**src/rtl/miss_arbiter_pkg.sv**
```systemverilog
// Shared types and constants for the icache/dcache miss arbiter.
package miss_arbiter_pkg;

  localparam int MISS_INFO_W = 149;
  localparam int MISS_DATA_W = 128;

  localparam logic ICACHE_ID = 1'b0;
  localparam logic DCACHE_ID = 1'b1;

  typedef enum logic [2:0] {
    IDLE,
    ISSUE,
    WAIT_RSP,
    RESPOND,
    COOLDOWN
  } miss_state_e;

endpackage

```
**src/rtl/miss_arbiter_if.sv**
```systemverilog
// Bundle of the core-side miss request/response signals and the memory port.
interface miss_arbiter_if
  import miss_arbiter_pkg::*;
#(
  parameter int INFO_W = MISS_INFO_W,
  parameter int DATA_W = MISS_DATA_W
);

  logic              icache_req_valid_miss;
  logic [INFO_W-1:0] icache_req_info_miss;
  logic              dcache_req_valid_miss;
  logic [INFO_W-1:0] dcache_req_info_miss;

  logic              mem_req_valid;
  logic [INFO_W-1:0] mem_req_info;
  logic              mem_req_ready;
  logic              mem_rsp_valid;
  logic [DATA_W-1:0] mem_rsp_data;
  logic              mem_rsp_bus_error;

  logic              rsp_valid_miss;
  logic [DATA_W-1:0] rsp_data_miss;
  logic              rsp_bus_error;
  logic              rsp_cache_id;
  logic              busy;

  // Arbiter view.
  modport slave (
    input  icache_req_valid_miss, icache_req_info_miss,
    input  dcache_req_valid_miss, dcache_req_info_miss,
    output mem_req_valid, mem_req_info,
    input  mem_req_ready, mem_rsp_valid, mem_rsp_data, mem_rsp_bus_error,
    output rsp_valid_miss, rsp_data_miss, rsp_bus_error, rsp_cache_id, busy
  );

  // Environment view: caches plus memory.
  modport master (
    output icache_req_valid_miss, icache_req_info_miss,
    output dcache_req_valid_miss, dcache_req_info_miss,
    input  mem_req_valid, mem_req_info,
    output mem_req_ready, mem_rsp_valid, mem_rsp_data, mem_rsp_bus_error,
    input  rsp_valid_miss, rsp_data_miss, rsp_bus_error, rsp_cache_id, busy
  );

endinterface

```
**src/rtl/miss_arbiter_rr_arbiter2.sv**
```systemverilog
// Two-requester round-robin arbiter; on a tie the requester not served last wins.
module rr_arbiter2
  import miss_arbiter_pkg::*;
(
  input  logic [1:0] req,
  input  logic       last_grant,
  output logic       gnt_valid,
  output logic       gnt_id
);

  always_comb begin
    gnt_valid = |req;
    gnt_id    = ICACHE_ID;
    if (&req) begin
      gnt_id = ~last_grant;
    end else if (req[DCACHE_ID]) begin
      gnt_id = DCACHE_ID;
    end
  end

endmodule

```
**src/rtl/miss_arbiter.sv**
```systemverilog
// Shares one memory port between icache and dcache misses, one outstanding miss
// at a time, with round-robin grant and a response timeout.
module miss_arbiter
  import miss_arbiter_pkg::*;
#(
  parameter int INFO_W         = MISS_INFO_W,
  parameter int DATA_W         = MISS_DATA_W,
  parameter int TIMEOUT_CYCLES = 1024,
  parameter int TO_W           = 11
) (
  input  logic           clock,
  input  logic           reset,
  miss_arbiter_if.slave  bus
);

  miss_state_e       state_q, state_d;
  logic              grant_id_q;
  logic              last_grant_q;
  logic [TO_W-1:0]   to_cnt_q;

  logic              gnt_valid;
  logic              gnt_id;
  logic [INFO_W-1:0] gnt_info;
  logic              to_hit;
  logic              rsp_take;
  logic [DATA_W-1:0] rsp_data_d;
  logic              rsp_err_d;

  rr_arbiter2 u_rr (
    .req        ({bus.dcache_req_valid_miss, bus.icache_req_valid_miss}),
    .last_grant (last_grant_q),
    .gnt_valid  (gnt_valid),
    .gnt_id     (gnt_id)
  );

  assign gnt_info = (gnt_id == DCACHE_ID) ? bus.dcache_req_info_miss
                                          : bus.icache_req_info_miss;
  assign to_hit   = (to_cnt_q == TO_W'(TIMEOUT_CYCLES - 1));

  always_ff @(posedge clock or negedge reset) begin
    if (!reset) begin
      state_q <= IDLE;
    end else begin
      state_q <= state_d;
    end
  end

  always_comb begin
    state_d    = state_q;
    rsp_take   = 1'b0;
    rsp_data_d = '0;
    rsp_err_d  = 1'b1;
    case (state_q)
      IDLE: begin
        if (gnt_valid) state_d = ISSUE;
      end
      ISSUE: begin
        if (bus.mem_req_ready) state_d = WAIT_RSP;
      end
      WAIT_RSP: begin
        // A response landing on the timeout cycle takes priority over the timeout.
        if (bus.mem_rsp_valid) begin
          rsp_take   = 1'b1;
          rsp_data_d = bus.mem_rsp_data;
          rsp_err_d  = bus.mem_rsp_bus_error;
          state_d    = RESPOND;
        end else if (to_hit) begin
          rsp_take = 1'b1;
          state_d  = RESPOND;
        end
      end
      RESPOND:  state_d = COOLDOWN;
      // The served cache still shows valid here, so requests are ignored.
      COOLDOWN: state_d = IDLE;
      default:  state_d = IDLE;
    endcase
  end

  always_ff @(posedge clock or negedge reset) begin
    if (!reset) begin
      grant_id_q         <= ICACHE_ID;
      last_grant_q       <= ICACHE_ID;
      to_cnt_q           <= '0;
      bus.mem_req_valid  <= 1'b0;
      bus.mem_req_info   <= '0;
      bus.rsp_valid_miss <= 1'b0;
      bus.rsp_data_miss  <= '0;
      bus.rsp_bus_error  <= 1'b0;
      bus.rsp_cache_id   <= ICACHE_ID;
      bus.busy           <= 1'b0;
    end else begin
      bus.busy           <= (state_d != IDLE);
      bus.rsp_valid_miss <= 1'b0;
      case (state_q)
        IDLE: begin
          if (gnt_valid) begin
            grant_id_q        <= gnt_id;
            bus.mem_req_info  <= gnt_info;
            bus.mem_req_valid <= 1'b1;
          end
        end
        ISSUE: begin
          if (bus.mem_req_ready) begin
            bus.mem_req_valid <= 1'b0;
            to_cnt_q          <= '0;
          end
        end
        WAIT_RSP: begin
          to_cnt_q <= to_cnt_q + 1'b1;
          if (rsp_take) begin
            bus.rsp_valid_miss <= 1'b1;
            bus.rsp_data_miss  <= rsp_data_d;
            bus.rsp_bus_error  <= rsp_err_d;
            bus.rsp_cache_id   <= grant_id_q;
          end
        end
        RESPOND: begin
          last_grant_q <= grant_id_q;
        end
        default: ;
      endcase
    end
  end

endmodule

```
**src/flat_wrapper.sv**
```systemverilog
// flat-port wrapper written by rule: the top's interface ports become plain ports
module miss_arbiter_flat import miss_arbiter_pkg::*;
#(
  parameter int INFO_W         = MISS_INFO_W,
  parameter int DATA_W         = MISS_DATA_W,
  parameter int TIMEOUT_CYCLES = 1024,
  parameter int TO_W           = 11
)
  (clock, reset, bus_icache_req_valid_miss, bus_icache_req_info_miss, bus_dcache_req_valid_miss, bus_dcache_req_info_miss, bus_mem_req_valid, bus_mem_req_info, bus_mem_req_ready, bus_mem_rsp_valid, bus_mem_rsp_data, bus_mem_rsp_bus_error, bus_rsp_valid_miss, bus_rsp_data_miss, bus_rsp_bus_error, bus_rsp_cache_id, bus_busy);
  miss_arbiter_if #(.INFO_W(INFO_W), .DATA_W(DATA_W)) bus_i ();
  input  logic clock;
  input  logic reset;
  input wire logic [$bits(bus_i.icache_req_valid_miss)-1:0] bus_icache_req_valid_miss;
  input wire logic [$bits(bus_i.icache_req_info_miss)-1:0] bus_icache_req_info_miss;
  input wire logic [$bits(bus_i.dcache_req_valid_miss)-1:0] bus_dcache_req_valid_miss;
  input wire logic [$bits(bus_i.dcache_req_info_miss)-1:0] bus_dcache_req_info_miss;
  output wire logic [$bits(bus_i.mem_req_valid)-1:0] bus_mem_req_valid;
  output wire logic [$bits(bus_i.mem_req_info)-1:0] bus_mem_req_info;
  input wire logic [$bits(bus_i.mem_req_ready)-1:0] bus_mem_req_ready;
  input wire logic [$bits(bus_i.mem_rsp_valid)-1:0] bus_mem_rsp_valid;
  input wire logic [$bits(bus_i.mem_rsp_data)-1:0] bus_mem_rsp_data;
  input wire logic [$bits(bus_i.mem_rsp_bus_error)-1:0] bus_mem_rsp_bus_error;
  output wire logic [$bits(bus_i.rsp_valid_miss)-1:0] bus_rsp_valid_miss;
  output wire logic [$bits(bus_i.rsp_data_miss)-1:0] bus_rsp_data_miss;
  output wire logic [$bits(bus_i.rsp_bus_error)-1:0] bus_rsp_bus_error;
  output wire logic [$bits(bus_i.rsp_cache_id)-1:0] bus_rsp_cache_id;
  output wire logic [$bits(bus_i.busy)-1:0] bus_busy;
  assign bus_i.icache_req_valid_miss = bus_icache_req_valid_miss;
  assign bus_i.icache_req_info_miss = bus_icache_req_info_miss;
  assign bus_i.dcache_req_valid_miss = bus_dcache_req_valid_miss;
  assign bus_i.dcache_req_info_miss = bus_dcache_req_info_miss;
  assign bus_mem_req_valid = bus_i.mem_req_valid;
  assign bus_mem_req_info = bus_i.mem_req_info;
  assign bus_i.mem_req_ready = bus_mem_req_ready;
  assign bus_i.mem_rsp_valid = bus_mem_rsp_valid;
  assign bus_i.mem_rsp_data = bus_mem_rsp_data;
  assign bus_i.mem_rsp_bus_error = bus_mem_rsp_bus_error;
  assign bus_rsp_valid_miss = bus_i.rsp_valid_miss;
  assign bus_rsp_data_miss = bus_i.rsp_data_miss;
  assign bus_rsp_bus_error = bus_i.rsp_bus_error;
  assign bus_rsp_cache_id = bus_i.rsp_cache_id;
  assign bus_busy = bus_i.busy;
  miss_arbiter #(.INFO_W(INFO_W), .DATA_W(DATA_W), .TIMEOUT_CYCLES(TIMEOUT_CYCLES), .TO_W(TO_W)) u_core (.clock(clock), .reset(reset), .bus(bus_i));
endmodule
```
**config.mk**
```make
export PLATFORM = sky130hd
export DESIGN_NAME = miss_arbiter_flat
export DESIGN_NICKNAME = d
export VERILOG_FILES = /design/src/rtl/miss_arbiter_pkg.sv /design/src/rtl/miss_arbiter_if.sv /design/src/rtl/miss_arbiter_rr_arbiter2.sv /design/src/rtl/miss_arbiter.sv /design/src/flat_wrapper.sv
export SDC_FILE = /design/constraint.sdc
export NUM_CORES = 1
export LEC_CHECK = 0
export CAP_MARGIN = 20
export CORE_AREA = 4 4 275 277
export DETAILED_ROUTE_END_ITERATION = 10
export DIE_AREA = 0 0 279 281
export PLACE_DENSITY = 0.45
export SYNTH_ARGS = -nofsm -noshare
export SYNTH_HDL_FRONTEND = slang
export SYNTH_SLANG_ARGS = --single-unit
export TNS_END_PERCENT = 30
```
**constraint.sdc**
```tcl
create_clock -name clock -period 3.2 [get_ports clock]
set_input_delay 0.8 -clock clock [delete_from_list [all_inputs] [get_ports clock]]
set_output_delay 0.8 -clock clock [all_outputs]
set_load 0.05 [all_outputs]
```
==> impl_metrics.yaml <==
synth:
  synth_seq_area_share: 0.6077
  ys_ff_latch: 298
  synth_area_leaders: "dfrtp_1 61%, mux2i_1 12%, a22o_1 9.1%, nand2_1 5.0%, o21ai_1 3.3%"
  synth_top_family_by_area: "compound AO/OA/AOI/OAI gates"
  synth-compound-area-share: 0.1616
  synth_xor_area_frac: 0
  synthMuxAreaShare: 0.1266
  synth_fp_nets: 1463
  synth_adder_area_share: 0.001020
  synthCells: 1029
  synth_top_area_frac: 0.6077
  synth.distinct_cells: 35
  synth_area_mm2: 0.01227
  yosysTopAreaCell: "dfrtp_1"
  syn_area_per_cell_um2: 11.93
  yosys_warnings: 0
  yosys.area_share.simple: 0.06505
cells_and_area:
  nets: 2176
  layout_common_cells: "712 x clkdlybuf4s50_1, 298 x dfrtp_1, 164 x nand2_1, 153 x mux2i_1, 128 x a22o_1"
  nFillCells: 7428
  multi_input_comb_area_mm2: 0.004365
  ff_latch_area_mm2: 0.007457
  layout_commonest_cell: "clkdlybuf4s50_1"
  layout-drive-gt1-share: 0.06377
  diodes: 0
  syn_to_final_growth_pct: 79.03
  fin_area_mm2: 0.02197
status:
  outcome: "completed"
die:
  rows: 99
  fp.coreArea_mm2: 0.07283
  dieArea_mm2: 0.07840
  die_w_um: 279
  die_height_um: 281
  io_pins: 715
  initial_core_util: 0.1685
placed_design:
  placed_area_mm2: 0.02064
  place_hpwl_um: 40060
  io_buffers: 714
  place_congestion: 0.7993
clock_tree:
  cts_tree: "yes"
  post_cts_resized: 0
  path_clk_slew_ns: 0.05
  htree_levels: 2
  cts_setup_buffers: 0
  ctsHoldBuffers: 0
  clockRootBuffer: "clkbuf_16"
  clock-sinks: 298
  cts_inserted_buffers: 38
  max-clock-path-buffers: 3
  clk_latency_ns: 0.54
power:
  leakage_nw: 9.527
  p_per_area_mw_per_mm2: 1125
  p_total_mw: 24.71
  ir_worst_vdd_v: 0.0007217
detailed_routing:
  drt_iter0_drc: 390
  ant_nets: 0
  routedWlPerCell_um: 18.87
  drc: 0
  vias_per_cell: 3.893
  dr.pass1.iters: 4
  wirelength_um: 51520
  vias: 10632
grt:
  antenna_found_initial: 0
  grt_pass1_vias: 11514
  grt_max_degree: 130
  grt_pass1_wl_um: 75020
  track_usage: 0.1248
  overflow: 0
sta:
  setup_tns_ns: 0
  tightest_slew_ns: 0.7315
  maxSlewHeadroom: 0.5108
  period_share: 0.8337
  period_needed_ns: 2.668
  setup_violations: 0
  hold_viol: 0
  fmaxAchievable_mhz: 374.8
  rsz0062_at_grt: "false"
  skew_ns: 0.01939
  drv_slew: 0
critical_path:
  arrival_ns: 1.87
  cp-end-kind: "output pin"
  required_ns: 2.40
  path_cells: "clkdlybuf4s50_1"
  path_delay_family: "buffers and inverters"
  critical_path_class: "reg2out"
  crit_fanout: 2
  r2r_slack_ns: 1.16
  cp_num_buf_inv: 1
  crit_slowest_cell: "clkdlybuf4s50_1"
  cp-start-kind: "flop"
  critPathMaxStageDelay_ns: 0.97
hold_path:
  hp-class: "in2async"
run:
  maxCapViolCount: 0
per-stage QoR:
stage	hold WS (ns)	std cells	setup slack [ns]	util
after floorplan	0.4381	1029	1.204	-
after CTS	0.2488	2731	0.4790	0.3016
after global routing	0.2651	2731	0.4526	0.3016
after global placement	0.4557	2661	0.4653	0.2834
final	0.2645	2731	0.5321	0.3016
after detailed placement	0.4668	2661	0.4815	0.2834
worst paths after layout:
check                                              from                            to  depth (start not counted)
min                                               reset  u_core.bus.rsp_data_miss[44]                          1
min reg2reg                         u_core.to_cnt_q[10]           u_core.to_cnt_q[10]                          1
max reg2reg                           u_core.state_q[1]  u_core.bus.rsp_data_miss[30]                          7
max in group asynchronous                         reset  u_core.bus.mem_req_info[141]                          2
max                        u_core.bus.mem_req_info[138]         bus_mem_req_info[138]                          1
min in group clock                  u_core.to_cnt_q[10]           u_core.to_cnt_q[10]                          1
report_power, final:
group	leakage, nW	switching, mW	internal (mW)
Sequential	3.72	0.998	5.51
Clock	0.649	1.71	2.80
Combinational	5.16	8.99	4.70
Total	9.53	11.7	13.0
cell type report:
type,instances,share of cell area
Timing Repair Buffer,756,0.3460
Sequential cell,298,0.3394
Multi-Input combinational cell,644,0.1987
Tap cell,959,0.05462
Clock buffer,58,0.05217
Clock inverter,12,0.008372
Inverter,4,0.0006834
sequential cells by signal, indices dropped and copies added, names as in the netlist, 3 cells and up:
name	flops
u_core.bus.mem_req_info	149
u_core.bus.rsp_data_miss	128
u_core.to_cnt_q	11
u_core.state_q	3
cell families (layout without fill, tap and decap cells):
group / after synthesis / after routing
muxes: 155 / 155
AOI/OAI and AO/OA: 294 / 294
buffers and inverters: 87 / 830
DFF: 298 / 298
adders and majority gates: 1 / 1
and+or+nand+nor: 194 / 194
cells in the mapped netlist:
library cell  number
a22oi_1            1
mux2_2             2
dfrtp_1          298
buf_4              1
nor2_1             7
or4b_2             1
o21ai_1           80
buf_6             11
nand2_1          164
o31ai_1            1
mux2i_1          153
ha_1               1
and4b_1            1
clkbuf_2           1
a31oi_4            1
a21oi_1            3
a22o_1           128
a21boi_0           1
inv_1              4
o211ai_1           1
or4_1              1
clkbuf_1          28
and2_1             2
nor3b_1            1
a31oi_1            1
nor4_1             2
and3b_1            1
nand4bb_1          1
a2bb2oi_1          1
and3_1             3
or3b_1             1
nand4_1            3
o21ai_0           76
nand3_1            6
buf_2             42
per-layer routing:
| layer | GRT usage | share of wire | vias to the layer above |
|---|---|---|---|
| met5 | 0 | 0 | - |
| met4 | 0.03314 | 0.021 | 0 |
| met3 | 0.04087 | 0.083 | 56 |
| met2 | 0.2259 | 0.51 | 469 |
| met1 | 0.1414 | 0.38 | 4994 |
| li1 | - | - | 5113 |
Power figures use the tool's default switching activity.
